<file path="config.mk">
export PLATFORM = sky130hd
export DESIGN_NAME = fir_col_gen
export DESIGN_NICKNAME = d
export VERILOG_FILES = /design/src/rtl/fir_col_gen.sv
export SDC_FILE = /design/constraint.sdc
export NUM_CORES = 1
export LEC_CHECK = 0
export BUFFER_PORTS_ARGS = -buffer_cell sky130_fd_sc_hd__buf_2
export CORE_UTILIZATION = 50
export DETAILED_ROUTE_END_ITERATION = 10
export PLACE_DENSITY = 0.7
export SETUP_SLACK_MARGIN = 0.1
export SYNTH_ARGS = -nofsm -noshare
export SYNTH_HDL_FRONTEND = slang
export SYNTH_SLANG_ARGS = --single-unit
</file>
<file path="constraint.sdc">
create_clock -name clk -period 5.3 [get_ports clk]
set_input_delay 1.06 -clock clk [delete_from_list [all_inputs] [get_ports clk]]
set_output_delay 1.06 -clock clk [all_outputs]
set_load 0.01 [all_outputs]
</file>
<file path="src/rtl/fir_col_gen.sv">
// Vertical 3-tap column generator: keeps the two previous lines in an external
// dual-port SRAM (read-modify-write) and emits edge-replicated vertical columns.
module fir_col_gen #(
  parameter int DATA_WIDTH = 8,
  parameter int ADDR_WIDTH = 11,
  parameter int CNT_WIDTH  = 12
) (
  input  logic                    clk,
  input  logic                    rst_n,
  input  logic                    ce_i,
  input  logic [DATA_WIDTH-1:0]   data_i,
  input  logic [CNT_WIDTH-1:0]    h_size_i,
  input  logic [CNT_WIDTH-1:0]    v_size_i,
  output logic                    ready_o,
  output logic                    drop_o,
  output logic                    rd_en_o,
  output logic [ADDR_WIDTH-1:0]   rd_addr_o,
  input  logic [2*DATA_WIDTH-1:0] rd_data_i,
  output logic                    wr_en_o,
  output logic [ADDR_WIDTH-1:0]   wr_addr_o,
  output logic [2*DATA_WIDTH-1:0] wr_data_o,
  output logic                    col_valid_o,
  output logic [3*DATA_WIDTH-1:0] col_data_o,
  output logic                    col_sol_o,
  output logic                    col_eol_o,
  output logic                    col_eof_o
);

  typedef enum logic [1:0] {
    FILL  = 2'd0,
    RUN   = 2'd1,
    FLUSH = 2'd2
  } state_t;

  state_t                  state;
  logic [CNT_WIDTH-1:0]    x;
  logic [CNT_WIDTH-1:0]    y;
  logic [CNT_WIDTH-1:0]    h_lat;
  logic [CNT_WIDTH-1:0]    v_lat;
  logic [CNT_WIDTH-1:0]    h_cur;
  logic                    ready;
  logic                    drop;
  logic                    accept;
  logic                    x_last;
  logic                    y_last;
  logic                    emit;

  // first pipeline stage: aligned with rd_data_i
  logic                    s1_emit;
  logic                    s1_flush;
  logic                    s1_fill;
  logic [DATA_WIDTH-1:0]   s1_pix;
  logic                    s1_sol;
  logic                    s1_eol;
  logic                    s1_eof;
  logic                    wr_en;
  logic [ADDR_WIDTH-1:0]   wr_addr;

  // output stage
  logic                    col_valid;
  logic [3*DATA_WIDTH-1:0] col_data;
  logic                    col_sol;
  logic                    col_eol;
  logic                    col_eof;

  logic [DATA_WIDTH-1:0]   tap [3];
  logic [3*DATA_WIDTH-1:0] col_next;

  assign accept = ce_i & ready;
  // The frame's first pixel compares against the size being latched this cycle.
  assign h_cur  = (state == FILL && x == '0) ? h_size_i : h_lat;
  assign x_last = (x == h_cur - CNT_WIDTH'(1));
  assign y_last = (y == v_lat - CNT_WIDTH'(1));
  assign emit   = (state == RUN && accept) || (state == FLUSH);

  always_ff @(posedge clk) begin
    if (!rst_n) begin
      state <= FILL;
      x     <= '0;
      y     <= '0;
      h_lat <= '0;
      v_lat <= '0;
      ready <= 1'b0;
      drop  <= 1'b0;
    end else begin
      drop <= ce_i & ~ready;
      case (state)
        FILL: begin
          ready <= 1'b1;
          if (accept) begin
            if (x == '0) begin
              h_lat <= h_size_i;
              v_lat <= v_size_i;
            end
            if (x_last) begin
              x <= '0;
              if (v_lat > CNT_WIDTH'(1)) begin
                state <= RUN;
                y     <= CNT_WIDTH'(1);
              end else begin
                state <= FLUSH;
                ready <= 1'b0;
              end
            end else begin
              x <= x + CNT_WIDTH'(1);
            end
          end
        end
        RUN: begin
          if (accept) begin
            if (x_last) begin
              x <= '0;
              if (y_last) begin
                state <= FLUSH;
                ready <= 1'b0;
              end else begin
                y <= y + CNT_WIDTH'(1);
              end
            end else begin
              x <= x + CNT_WIDTH'(1);
            end
          end
        end
        FLUSH: begin
          if (x_last) begin
            x     <= '0;
            y     <= '0;
            state <= FILL;
            ready <= 1'b1;
          end else begin
            x <= x + CNT_WIDTH'(1);
          end
        end
        default: begin
          state <= FILL;
          x     <= '0;
          y     <= '0;
          ready <= 1'b0;
        end
      endcase
    end
  end

  always_ff @(posedge clk) begin
    if (!rst_n) begin
      s1_emit  <= 1'b0;
      s1_flush <= 1'b0;
      s1_fill  <= 1'b0;
      s1_pix   <= '0;
      s1_sol   <= 1'b0;
      s1_eol   <= 1'b0;
      s1_eof   <= 1'b0;
      wr_en    <= 1'b0;
      wr_addr  <= '0;
    end else begin
      s1_emit  <= emit;
      s1_flush <= (state == FLUSH);
      s1_fill  <= (state == FILL);
      s1_pix   <= data_i;
      s1_sol   <= (x == '0);
      s1_eol   <= x_last;
      s1_eof   <= (state == FLUSH) && x_last;
      wr_en    <= accept && (state != FLUSH);
      if (accept) begin
        wr_addr <= x[ADDR_WIDTH-1:0];
      end
    end
  end

  // Column lanes, top in the low bits; FLUSH replicates the bottom edge.
  assign tap[0] = rd_data_i[2*DATA_WIDTH-1:DATA_WIDTH];
  assign tap[1] = rd_data_i[DATA_WIDTH-1:0];
  assign tap[2] = s1_flush ? rd_data_i[DATA_WIDTH-1:0] : s1_pix;

  generate
    for (genvar gi = 0; gi < 3; gi++) begin : g_lane
      assign col_next[gi*DATA_WIDTH +: DATA_WIDTH] = tap[gi];
    end
  endgenerate

  always_ff @(posedge clk) begin
    if (!rst_n) begin
      col_valid <= 1'b0;
      col_data  <= '0;
      col_sol   <= 1'b0;
      col_eol   <= 1'b0;
      col_eof   <= 1'b0;
    end else begin
      col_valid <= s1_emit;
      col_sol   <= s1_emit & s1_sol;
      col_eol   <= s1_emit & s1_eol;
      col_eof   <= s1_emit & s1_eof;
      if (s1_emit) begin
        col_data <= col_next;
      end
    end
  end

  assign ready_o     = ready;
  assign drop_o      = drop;
  assign rd_en_o     = emit;
  assign rd_addr_o   = emit ? x[ADDR_WIDTH-1:0] : '0;
  assign wr_en_o     = wr_en;
  assign wr_addr_o   = wr_addr;
  // FILL seeds both line slots with the pixel, so line 0 replicates upward.
  assign wr_data_o   = !wr_en  ? '0 :
                       s1_fill ? {s1_pix, s1_pix} :
                                 {rd_data_i[DATA_WIDTH-1:0], s1_pix};
  assign col_valid_o = col_valid;
  assign col_data_o  = col_data;
  assign col_sol_o   = col_sol;
  assign col_eol_o   = col_eol;
  assign col_eof_o   = col_eof;

endmodule

</file>
==> impl_metrics.json <==
{
  "status": "complete, no violations",
  "cp-endpoint": "y[9]",
  "synth_edf_count": 0,
  "grt_pass1_vias": 5015,
  "gr-usage-all-layers_pct": 25.1,
  "ir_worst_vdd_v": 0.000152,
  "cts_buffer_depth": 2,
  "dr.pass1.iters": 4,
  "seqPwrFrac_pct": 48.7,
  "cts_tree": "yes",
  "initial_core_util_pct": 52.2,
  "cap_violations": 0,
  "p_leak_uw": 0.00271,
  "cts_root_buf": "clkbuf_16",
  "ff2ff_path_depth": 16,
  "syn_to_final_growth_pct": 15.9,
  "avgSynthCellArea_sq_um": 8.12,
  "clk_latency_ns": 0.34,
  "wl_per_cell_um": 15.6,
  "r2r_slack_ns": 0.58,
  "worst_setup_path_end_kind": "flop",
  "async_flop_share_pct": 0,
  "slew-limit-headroom_pct": 37.5,
  "ys_top_cells_by_area": "dfxtp_1 37%, mux2i_1 7.9%, nand2_1 7.3%, a21oi_1 5.9%, nor2_1 3.5%",
  "grt_pass1_wl_um": 23700,
  "final.period_utilization_pct": 89.0,
  "post-route-util_pct": 60.4,
  "cp_max_fo": 21,
  "ys.flop_type": "dfxtp_1",
  "syn_nets": 763,
  "grt_overflow": 0,
  "vias": 5381,
  "dp.final_hpwl_um": 10800,
  "max_freq_mhz": 212,
  "ant_nets": 0,
  "io-pin-count": 121,
  "power.density_nw_per_um2": 257,
  "startpoint": "x[0]",
  "p_switching_uw": 461,
  "synth_cells": 706,
  "ys_types": 66,
  "die_area_sq_um": 11900,
  "wl_um": 14700,
  "cts_resized": 0,
  "intPower_uw": 1250,
  "gp_congestion": 0.946,
  "slew_violations": 0,
  "cp-start-kind": "flop",
  "dp.cells": 927,
  "rows": 38,
  "setup_violations": 0,
  "htree_levels": 3,
  "drt_iter0_markers": 265,
  "path_clk_slew_ns": 0.07,
  "drive_gt1_share_pct": 20.3,
  "fin_nets": 855,
  "yosysSeqAreaShare_pct": 37.0,
  "vias_per_cell": 5.71,
  "cts_setup_buffers": 0,
  "post-route-min-period_ns": 4.72,
  "power_uw": 1710,
  "worstSetupPathType": "reg -> reg",
  "worst_hold_path.num_cells": 2,
  "hold_class": "reg -> reg",
  "clkSinkCount": 106,
  "regToRegStartpoint": "x[0]",
  "drc": 0,
  "syn-cell-area_sq_um": 5730,
  "grt_max_degree": 54,
  "synth_warnings": 0,
  "numCtsBuffers": 9,
  "hold_viol": 0,
  "core_area_sq_um": 11000,
  "die_h_um": 109,
  "numPortBuffers": 120,
  "fin_skew_ns": 0.00673,
  "final_cell_mix": "120 x buf_2, 112 x nand2_1, 106 x dfxtp_1, 67 x a21oi_1, 54 x nor2_1",
  "antenna_found_initial": 0,
  "tns_ns": 0,
  "synth_area_leader_cell": "dfxtp_1",
  "ys_seq_elements": 106,
  "ctsHoldBuffers": 0,
  "reg2reg_to": "y[9]",
  "tightest_slew_ns": 0.924,
  "rsz0062_at_grt": "no",
  "arrival_ns": 4.99,
  "num_antenna_cells": 0,
  "die_w_um": 109,
  "switching_share_pct": 27.0,
  "final_common_cell": "buf_2",
  "cp.required_ns": 5.57,
  "clockPowerShare_pct": 37.8,
  "finalNonFillerCells": 943,
  "synth_top_area_share_pct": 37.0,
  "combPwrFrac_pct": 13.5
}
## area by class of cell
class,count,area [sq um]
flip-flops and latches,106,2120
multi-input cells,532,3310
clock buffers,11,243
repair buffers,128,661
inverters,21,78.8
clock inverters,5,45.0
fillers,954,4340
well taps,140,175
## cell usage after synthesis (4+ instances only)
library cell and count:
a211oi_1 10, a21oi_1 67, and2_1 31, and3_1 7
buf_2 6, clkbuf_1 35, dfxtp_1 106, ha_1 6
inv_1 21, mux2i_1 45, nand2_1 112, nand2b_1 4
nand3_1 15, nand4_1 7, nor2_1 54, nor2b_1 8
nor3_1 7, nor4_1 8, o211ai_1 4, o21a_1 5
o21ai_0 15, o22ai_1 5, o31a_1 4, o31ai_1 8
or2_2 5, or3_1 17, or4_1 9, xnor2_1 16
xor2_1 11
## flip-flops by register name, summed over array words and instances (netlist names), 2 cells and up
register    flops
x              12
col_data_o     24
state           2
s1_pix          8
wr_addr_o      11
y              12
h_lat          12
v_lat          12
## kinds of logic (layout without fill, tap and decap cells)
kind of cell / after synthesis / after routing / synth area share (%)
and+or+nand+nor: 305 / 305 / 27.2
AOI/OAI and AO/OA: 147 / 147 / 16.9
DFF: 106 / 106 / 37.0
buffers and inverters: 68 / 165 / 5.11
muxes: 47 / 47 / 8.32
xor gates and xnor gates: 27 / 27 / 4.13
adders and majority gates: 6 / 6 / 1.31
## how the worst min path moves through the flow
stage / startpoint / endpoint / slack [ns]
floorplan: s1_eof / col_eof_o / 0.44
detailed placement: s1_eof / col_eof_o / 0.45
CTS: wr_addr_o[3] / wr_addr_o[3] / 0.46
global placement: s1_sol / col_sol_o / 0.44
finish: wr_addr_o[2] / wr_addr_o[2] / 0.45
global route: s1_eof / col_eof_o / 0.48
## critical path: stages, from the launching register on
cell      delay (ns)
dfxtp_1         0.39
inv_1           0.09
ha_1            0.14
nor4b_4         0.32
and4_1          0.30
buf_4           0.24
mux2i_1         0.22
ha_1            0.21
or3b_2          0.47
mux2_4          0.32
xor2_1          0.16
mux2i_1         0.18
a211oi_2        0.31
nand4_1         0.20
o21a_1          0.35
or4_1           0.58
a21oi_1         0.14
## power groups by stage
stage / Sequential [uW] / Clock [uW] / Combinational (uW)
after floorplan: 842 / 0 / 170
after global placement: 850 / 0 / 223
after detailed placement: 851 / 0 / 229
after CTS: 832 / 656 / 230
after global routing: 835 / 688 / 255
final: 832 / 646 / 231
## per-layer routing
metal	vias to the layer above	GRT usage, %	wire [um]
li1	2653	-	-
met3	22	2.39	705
met5	-	0	0
met2	161	44.0	7360
met4	0	10.0	303
met1	2545	31.3	6330
## through the flow
step	worst slack, ns	instance area (sq um)	hold WS [ns]
floorplan	1.02	5730	0.437
global placement	0.840	6350	0.444
detailed placement	0.638	6350	0.446
CTS	0.593	6640	0.457
global route	0.289	6640	0.480
finish	0.582	6640	0.455
Power figures use the tool's default switching activity.
